File: config.mk
export PLATFORM = sky130hd
export DESIGN_NAME = video_crop_core
export DESIGN_NICKNAME = d
export VERILOG_FILES = /design/src/rtl/video_crop_pkg.sv /design/src/rtl/video_crop_axis_out_skid.sv /design/src/rtl/video_crop_core.sv
export SDC_FILE = /design/constraint.sdc
export NUM_CORES = 1
export LEC_CHECK = 0
export BUFFER_PORTS_ARGS = -buffer_cell sky130_fd_sc_hd__buf_2
export CORE_MARGIN = 2
export CORE_UTILIZATION = 50
export CTS_CLUSTER_SIZE = 12
export DETAILED_ROUTE_END_ITERATION = 7
export HOLD_SLACK_MARGIN = 0.08
export PLACE_DENSITY = 0.71
export SLEW_MARGIN = 5
export SYNTH_ARGS = -nofsm -noshare
export SYNTH_HDL_FRONTEND = slang
export SYNTH_SLANG_ARGS = --single-unit
File: constraint.sdc
create_clock -name S_AXIS_ACLK -period 12.7 [get_ports S_AXIS_ACLK]
set_clock_uncertainty 0.2 [all_clocks]
set_input_delay 0 -clock S_AXIS_ACLK [delete_from_list [all_inputs] [get_ports S_AXIS_ACLK]]
set_output_delay 0 -clock S_AXIS_ACLK [all_outputs]
set_load 0.05 [all_outputs]
File: src/rtl/video_crop_pkg.sv
// Shared types and constants for the video crop engine.
package video_crop_pkg;

    typedef enum logic {
        WAIT_SOF = 1'b0,
        IN_FRAME = 1'b1
    } crop_state_t;

    localparam int unsigned CNT_WIDTH_DEFAULT = 12;
    localparam int unsigned BUF_DEPTH         = 2;
    localparam int unsigned BUF_CNT_W         = $clog2(BUF_DEPTH + 1);

endpackage

File: src/rtl/video_crop_axis_out_skid.sv
// Two-entry output buffer: write port from the crop logic, AXI-Stream master side.
// The head entry drives the master outputs directly so they hold while stalled.
module axis_out_skid
    import video_crop_pkg::*;
#(
    parameter int DATA_W = 32
) (
    input  logic                 clk,
    input  logic                 rst_n,
    input  logic                 wr_en,
    input  logic [DATA_W-1:0]    wr_data,
    input  logic                 wr_user,
    input  logic                 wr_last,
    output logic [BUF_CNT_W-1:0] count,
    output logic                 m_valid,
    input  logic                 m_ready,
    output logic [DATA_W-1:0]    m_data,
    output logic                 m_user,
    output logic                 m_last
);

    localparam logic [BUF_CNT_W-1:0] CNT_ONE  = BUF_CNT_W'(1);
    localparam logic [BUF_CNT_W-1:0] CNT_FULL = BUF_CNT_W'(BUF_DEPTH);

    logic [DATA_W-1:0] tail_data;
    logic              tail_user;
    logic              tail_last;
    logic              pop;

    assign m_valid = (count != '0);
    assign pop     = m_valid && m_ready;

    always_ff @(posedge clk or negedge rst_n) begin
        if (!rst_n) begin
            count     <= '0;
            m_data    <= '0;
            m_user    <= 1'b0;
            m_last    <= 1'b0;
            tail_data <= '0;
            tail_user <= 1'b0;
            tail_last <= 1'b0;
        end else if (pop) begin
            if (count == CNT_FULL) begin
                m_data <= tail_data;
                m_user <= tail_user;
                m_last <= tail_last;
                if (wr_en) begin
                    tail_data <= wr_data;
                    tail_user <= wr_user;
                    tail_last <= wr_last;
                end else begin
                    count <= CNT_ONE;
                end
            end else if (wr_en) begin
                m_data <= wr_data;
                m_user <= wr_user;
                m_last <= wr_last;
            end else begin
                count <= '0;
            end
        end else if (wr_en) begin
            // A write while full cannot occur: the pop rule reserves the slot.
            if (count == '0) begin
                m_data <= wr_data;
                m_user <= wr_user;
                m_last <= wr_last;
                count  <= CNT_ONE;
            end else if (count == CNT_ONE) begin
                tail_data <= wr_data;
                tail_user <= wr_user;
                tail_last <= wr_last;
                count     <= CNT_FULL;
            end
        end
    end

endmodule

File: src/rtl/video_crop_core.sv
// Crop engine: pops words from the input FIFO, tracks column/row from SOF/EOL
// markers and forwards in-window pixels with regenerated TUSER/TLAST.
module video_crop_core
    import video_crop_pkg::*;
#(
    parameter int C_S_AXIS_TDATA_WIDTH = 32,
    parameter int C_CNT_WIDTH          = CNT_WIDTH_DEFAULT
) (
    input  logic                              S_AXIS_ACLK,
    input  logic                              S_AXIS_ARESETN,
    output logic                              rd_en,
    input  logic [C_S_AXIS_TDATA_WIDTH-1:0]   data_in,
    input  logic                              empty,
    input  logic                              last_in,
    input  logic                              user_in,
    input  logic [C_CNT_WIDTH-1:0]            crop_x,
    input  logic [C_CNT_WIDTH-1:0]            crop_y,
    input  logic [C_CNT_WIDTH-1:0]            crop_w,
    input  logic [C_CNT_WIDTH-1:0]            crop_h,
    output logic                              M_AXIS_TVALID,
    input  logic                              M_AXIS_TREADY,
    output logic [C_S_AXIS_TDATA_WIDTH-1:0]   M_AXIS_TDATA,
    output logic [C_S_AXIS_TDATA_WIDTH/8-1:0] M_AXIS_TSTRB,
    output logic                              M_AXIS_TUSER,
    output logic                              M_AXIS_TLAST,
    output logic                              frame_done,
    output logic                              err_geom
);

    localparam int CW = C_CNT_WIDTH;
    typedef logic [CW:0]   wide_t;
    typedef logic [CW-1:0] cnt_t;
    localparam wide_t                WIDE_ONE  = wide_t'(1);
    localparam cnt_t                 CNT_ONE   = cnt_t'(1);
    localparam logic [BUF_CNT_W:0]   BUF_LIMIT = (BUF_CNT_W + 1)'(BUF_DEPTH);

    crop_state_t state, state_next;
    cnt_t x, y, x_next, y_next;
    cnt_t sx, sy, sw, sh, sx_next, sy_next, sw_next, sh_next;
    logic rd_q, run_q, err_q, fd_q;
    logic [BUF_CNT_W-1:0] buf_count;

    logic  sof, in_win, at_xend, at_yend;
    logic  keep, t_user, t_last, err_set, frame_end;
    cnt_t  win_x, win_y, win_w, win_h, cur_x, cur_y;
    wide_t x_w, y_w, x0_w, y0_w, xe_w, ye_w;

    // rd_q marks the cycle in which the popped word is on data_in.
    assign rd_en = run_q && !empty && !rd_q &&
                   (({1'b0, buf_count} + {{BUF_CNT_W{1'b0}}, rd_q}) < BUF_LIMIT);

    assign M_AXIS_TSTRB = '1;
    assign frame_done   = fd_q;
    assign err_geom     = err_q;

    always_comb begin
        sof   = rd_q && user_in;
        win_x = sof ? crop_x : sx;
        win_y = sof ? crop_y : sy;
        win_w = sof ? crop_w : sw;
        win_h = sof ? crop_h : sh;
        cur_x = sof ? '0 : x;
        cur_y = sof ? '0 : y;

        // One extra bit so x0+w never wraps back into range.
        x_w  = {1'b0, cur_x};
        y_w  = {1'b0, cur_y};
        x0_w = {1'b0, win_x};
        y0_w = {1'b0, win_y};
        xe_w = x0_w + {1'b0, win_w};
        ye_w = y0_w + {1'b0, win_h};

        in_win  = (x_w >= x0_w) && (x_w < xe_w) && (y_w >= y0_w) && (y_w < ye_w);
        at_xend = (x_w == xe_w - WIDE_ONE);
        at_yend = (y_w == ye_w - WIDE_ONE);
    end

    always_comb begin
        state_next = state;
        x_next     = x;
        y_next     = y;
        sx_next    = sx;
        sy_next    = sy;
        sw_next    = sw;
        sh_next    = sh;
        keep       = 1'b0;
        t_user     = 1'b0;
        t_last     = 1'b0;
        err_set    = 1'b0;
        frame_end  = 1'b0;

        if (rd_q) begin
            if (sof) begin
                sx_next = crop_x;
                sy_next = crop_y;
                sw_next = crop_w;
                sh_next = crop_h;
                if (state == IN_FRAME) begin
                    err_set = 1'b1;
                end
            end
            if (state == IN_FRAME || user_in) begin
                state_next = IN_FRAME;
                keep       = in_win;
                t_user     = (cur_x == win_x) && (cur_y == win_y);
                t_last     = at_xend || last_in;
                if (in_win && last_in && !at_xend) begin
                    err_set = 1'b1;
                end
                if (in_win && at_xend && at_yend) begin
                    frame_end  = 1'b1;
                    state_next = WAIT_SOF;
                end
                if (last_in) begin
                    x_next = '0;
                    y_next = cur_y + CNT_ONE;
                end else begin
                    x_next = (&cur_x) ? cur_x : cur_x + CNT_ONE;
                    y_next = cur_y;
                end
            end
        end
    end

    always_ff @(posedge S_AXIS_ACLK or negedge S_AXIS_ARESETN) begin
        if (!S_AXIS_ARESETN) begin
            state <= WAIT_SOF;
        end else begin
            state <= state_next;
        end
    end

    always_ff @(posedge S_AXIS_ACLK or negedge S_AXIS_ARESETN) begin
        if (!S_AXIS_ARESETN) begin
            x     <= '0;
            y     <= '0;
            sx    <= '0;
            sy    <= '0;
            sw    <= '0;
            sh    <= '0;
            rd_q  <= 1'b0;
            run_q <= 1'b0;
            err_q <= 1'b0;
            fd_q  <= 1'b0;
        end else begin
            x     <= x_next;
            y     <= y_next;
            sx    <= sx_next;
            sy    <= sy_next;
            sw    <= sw_next;
            sh    <= sh_next;
            rd_q  <= rd_en;
            run_q <= 1'b1;
            err_q <= err_q || err_set;
            fd_q  <= frame_end;
        end
    end

    axis_out_skid #(
        .DATA_W(C_S_AXIS_TDATA_WIDTH)
    ) u_out (
        .clk     (S_AXIS_ACLK),
        .rst_n   (S_AXIS_ARESETN),
        .wr_en   (keep),
        .wr_data (data_in),
        .wr_user (t_user),
        .wr_last (t_last),
        .count   (buf_count),
        .m_valid (M_AXIS_TVALID),
        .m_ready (M_AXIS_TREADY),
        .m_data  (M_AXIS_TDATA),
        .m_user  (M_AXIS_TUSER),
        .m_last  (M_AXIS_TLAST)
    );

endmodule

==> impl_metrics.toml <==
[logic_synthesis]
synth_edf_count = 0
synth_cells = 1149
synthDistinctLibCells = 81
synth-seq-area-share_pct = 37.1
syn_avg_cell_area_um2 = 8.63
yosys_warnings = 0
ys_ff_latch = 147
synth_async_sr_flop_share_pct = 100
synth_top_area_share_pct = 37.1
synth_top_area_cell = "dfrtp_1"
ys.flop_type = "dfrtp_1"
synth_most_common_cell = "nand2_1"
synth_area_leaders = "dfrtp_1 (37%), nand2_1 (13%), ha_1 (9.0%)"
syn_area_mm2 = 0.00992
ys_top_cells_by_count = "nand2_1 (345), dfrtp_1 (147), ha_1 (71), inv_1 (61), xnor2_1 (42)"

[die]
coreArea_mm2 = 0.0195
ios = 128
initial_core_util_pct = 51.0
die_area_mm2 = 0.0210
die_x_um = 145
rows = 51
die_h_um = 145

[power]
ir_drop_mv = 0.101
p_leak_nw = 6.47
power.density_mw_per_mm2 = 143

[place]
hpwl_um = 16300
place_ws_ns = 6.05
place.gp.congestion = 0.856
place.port_buffers = 123

[timing]
hold_viol_final = 0
worst_slack_ns = 6.09
setup-tns-final_ns = 0
finalMaxSlewViolations = 0
period_share_pct = 52.0
slew_headroom_pct = 23.1
worst_pin_slew_ns = 1.15
setup_violations = 0
grt_setup_unrepaired = "no"
max_freq_ghz = 0.151
min_period_ns = 6.61

[hold_path]
hold-path-cell-count = 4
worstHoldStart = "crop_y[7]"
holdPathEnd = "sy[7]"
hold_class = "input pin to flop"

[clock_network]
clockBufferDepth = 2
cts_root_buf = "clkbuf_16"
clk_pin_slew_ns = 0.07
cts_buffers = 17
clk_latency_ns = 0.43
cts_tree = "done"
cts_max_level = 4
cts_sinks = 147

[drt]
ant_nets = 0
first_pass_iters = 6
drt-total-wl_um = 23500
routedWlPerCell_um = 14.5
viasPerCell = 5.26
vias = 8503
remaining_drc_errors = 0
initialDrtViolationCount = 338

[critical_path]
crit_type = "flop to flop"
crit_required_ns = 12.82
r2r_slack_ns = 6.09
crit_path_end_kind = "flop"
ff2ff_path_depth = 21
r2r-end = "u_out.m_data[1]"
critPathLaunchType = "flop"
cp.arrival_ns = 6.72
crit_fanout = 80
rr_startpoint = "rd_q"

[finish]
multi_input_area_mm2 = 0.00579
fill_cells = 1625
drive_above_1_share_pct = 16.5
num_antenna_cells = 0
seq_area_mm2 = 0.00368
fin_nets = 1499
area_growth_pct = 22.9

[flow_run]
drv_cap = 0

[outcome]
status = "finished, final reports clean"

[global_route]
grt_pass1_wl_um = 38800
grt_max_degree = 82
grt_pass1_vias = 8129
grt-ovfl-total = 0
antenna_found_initial = 0
track_usage_pct = 23.1
## what timing repair did
action                    in CTS  in global routing
buffers inserted               0                  0
hold endpoints to repair     218                  0
hold buffers                  88                  0
gates resized for setup        0                  0
## through the flow
stage | utilization, % | area, um2 | instances | power (W) | hold WS (ns)
6_report | 62.6 | 12200 | 1618 | 0.00174 | 0.106
2_1_floorplan | - | 9930 | 1153 | 0.00105 | -0.496
4_1_cts | 62.6 | 12200 | 1618 | 0.00174 | 0.0914
3_5_place_dp | 54.9 | 10700 | 1498 | 0.00119 | -0.0879
5_1_grt | 62.6 | 12200 | 1618 | 0.00186 | 0.116
3_3_place_gp | 54.9 | 10700 | 1498 | 0.00118 | -0.0906
## area by class of cell
| type | count | area share, % |
|---|---|---|
| clock buffer | 17 | 3.49 |
| clock inverter | 15 | 1.48 |
| timing repair buffer | 215 | 12.7 |
| sequential | 147 | 30.2 |
| tap | 265 | 2.72 |
| inverter | 61 | 1.88 |
| multi-input combinational | 898 | 47.5 |
## critical path: stages (launching register included)
cell	delay [ns]
dfrtp_1	0.46
nand2_4	0.65
nand2_1	0.16
nand2_1	0.15
ha_1	0.18
inv_1	0.06
fa_1	0.39
nor2b_1	0.16
o22ai_1	0.13
xnor2_1	0.42
inv_1	0.09
ha_1	0.27
or3_1	0.30
o21ai_0	0.08
a21oi_1	0.06
maj3_1	0.35
a21oi_1	0.15
maj3_1	0.16
o211ai_1	0.16
or3_1	0.49
o21ai_4	0.94
mux2_2	0.42
## layout by cell type (no fill, tap or decap), types with 31 or more instances in the layout
cell type / count
mux2_2: 39
inv_1: 61
xnor2_1: 42
buf_2: 122
dfrtp_1: 147
ha_1: 71
dlygate4sd3_1: 87
o21ai_0: 37
nand2_1: 345
nand3_1: 32
nor2_1: 31
## power by group
group / internal, W / switching (W)
clock: 0.000283 / 0.000237
combinational: 0.000287 / 0.000401
sequential: 0.000509 / 0.0000214
total: 0.00108 / 0.000659
## sequential cells by signal (all words and copies together), names as in the netlist, 2 cells and up
register         cells
u_out.tail_data     32
y                   12
sx                  12
u_out.m_data        32
u_out.count          2
sw                  12
sy                  12
sh                  12
x                   12
## how the worst max path moves through the flow
stage	startpoint	end	depth (start not counted)
3_5_place_dp	rd_q	u_out.m_data[3]	21
6_report	rd_q	u_out.m_data[1]	21
3_3_place_gp	rd_q	u_out.m_data[1]	21
5_1_grt	rd_q	u_out.m_data[1]	21
2_1_floorplan	rd_q	u_out.m_user	27
4_1_cts	rd_q	u_out.m_data[3]	21
## metal layers
metal / vias to the layer above / track usage, % / share of wire [%]
met5: - / 0 / 0
met4: 0 / 6.85 / 1.1
met3: 21 / 3.42 / 3.9
met2: 202 / 37.2 / 46
met1: 3974 / 32.3 / 49
li1: 4306 / - / -
## cell families after synthesis
| logic type | after synthesis | share of synthesized area, % |
|---|---|---|
| buffers and inverters | 108 | 4.71 |
| other | 1 | 0.0378 |
| multiplexers | 78 | 8.91 |
| flip-flops | 147 | 37.1 |
| AND/OR/NAND/NOR | 517 | 22.9 |
| AO/OA/AOI/OAI | 163 | 11.3 |
| adder cells (fa/ha/maj) | 75 | 9.56 |
| XOR/XNOR | 60 | 5.51 |
No activity file was read; power rests on OpenSTA's default activity.
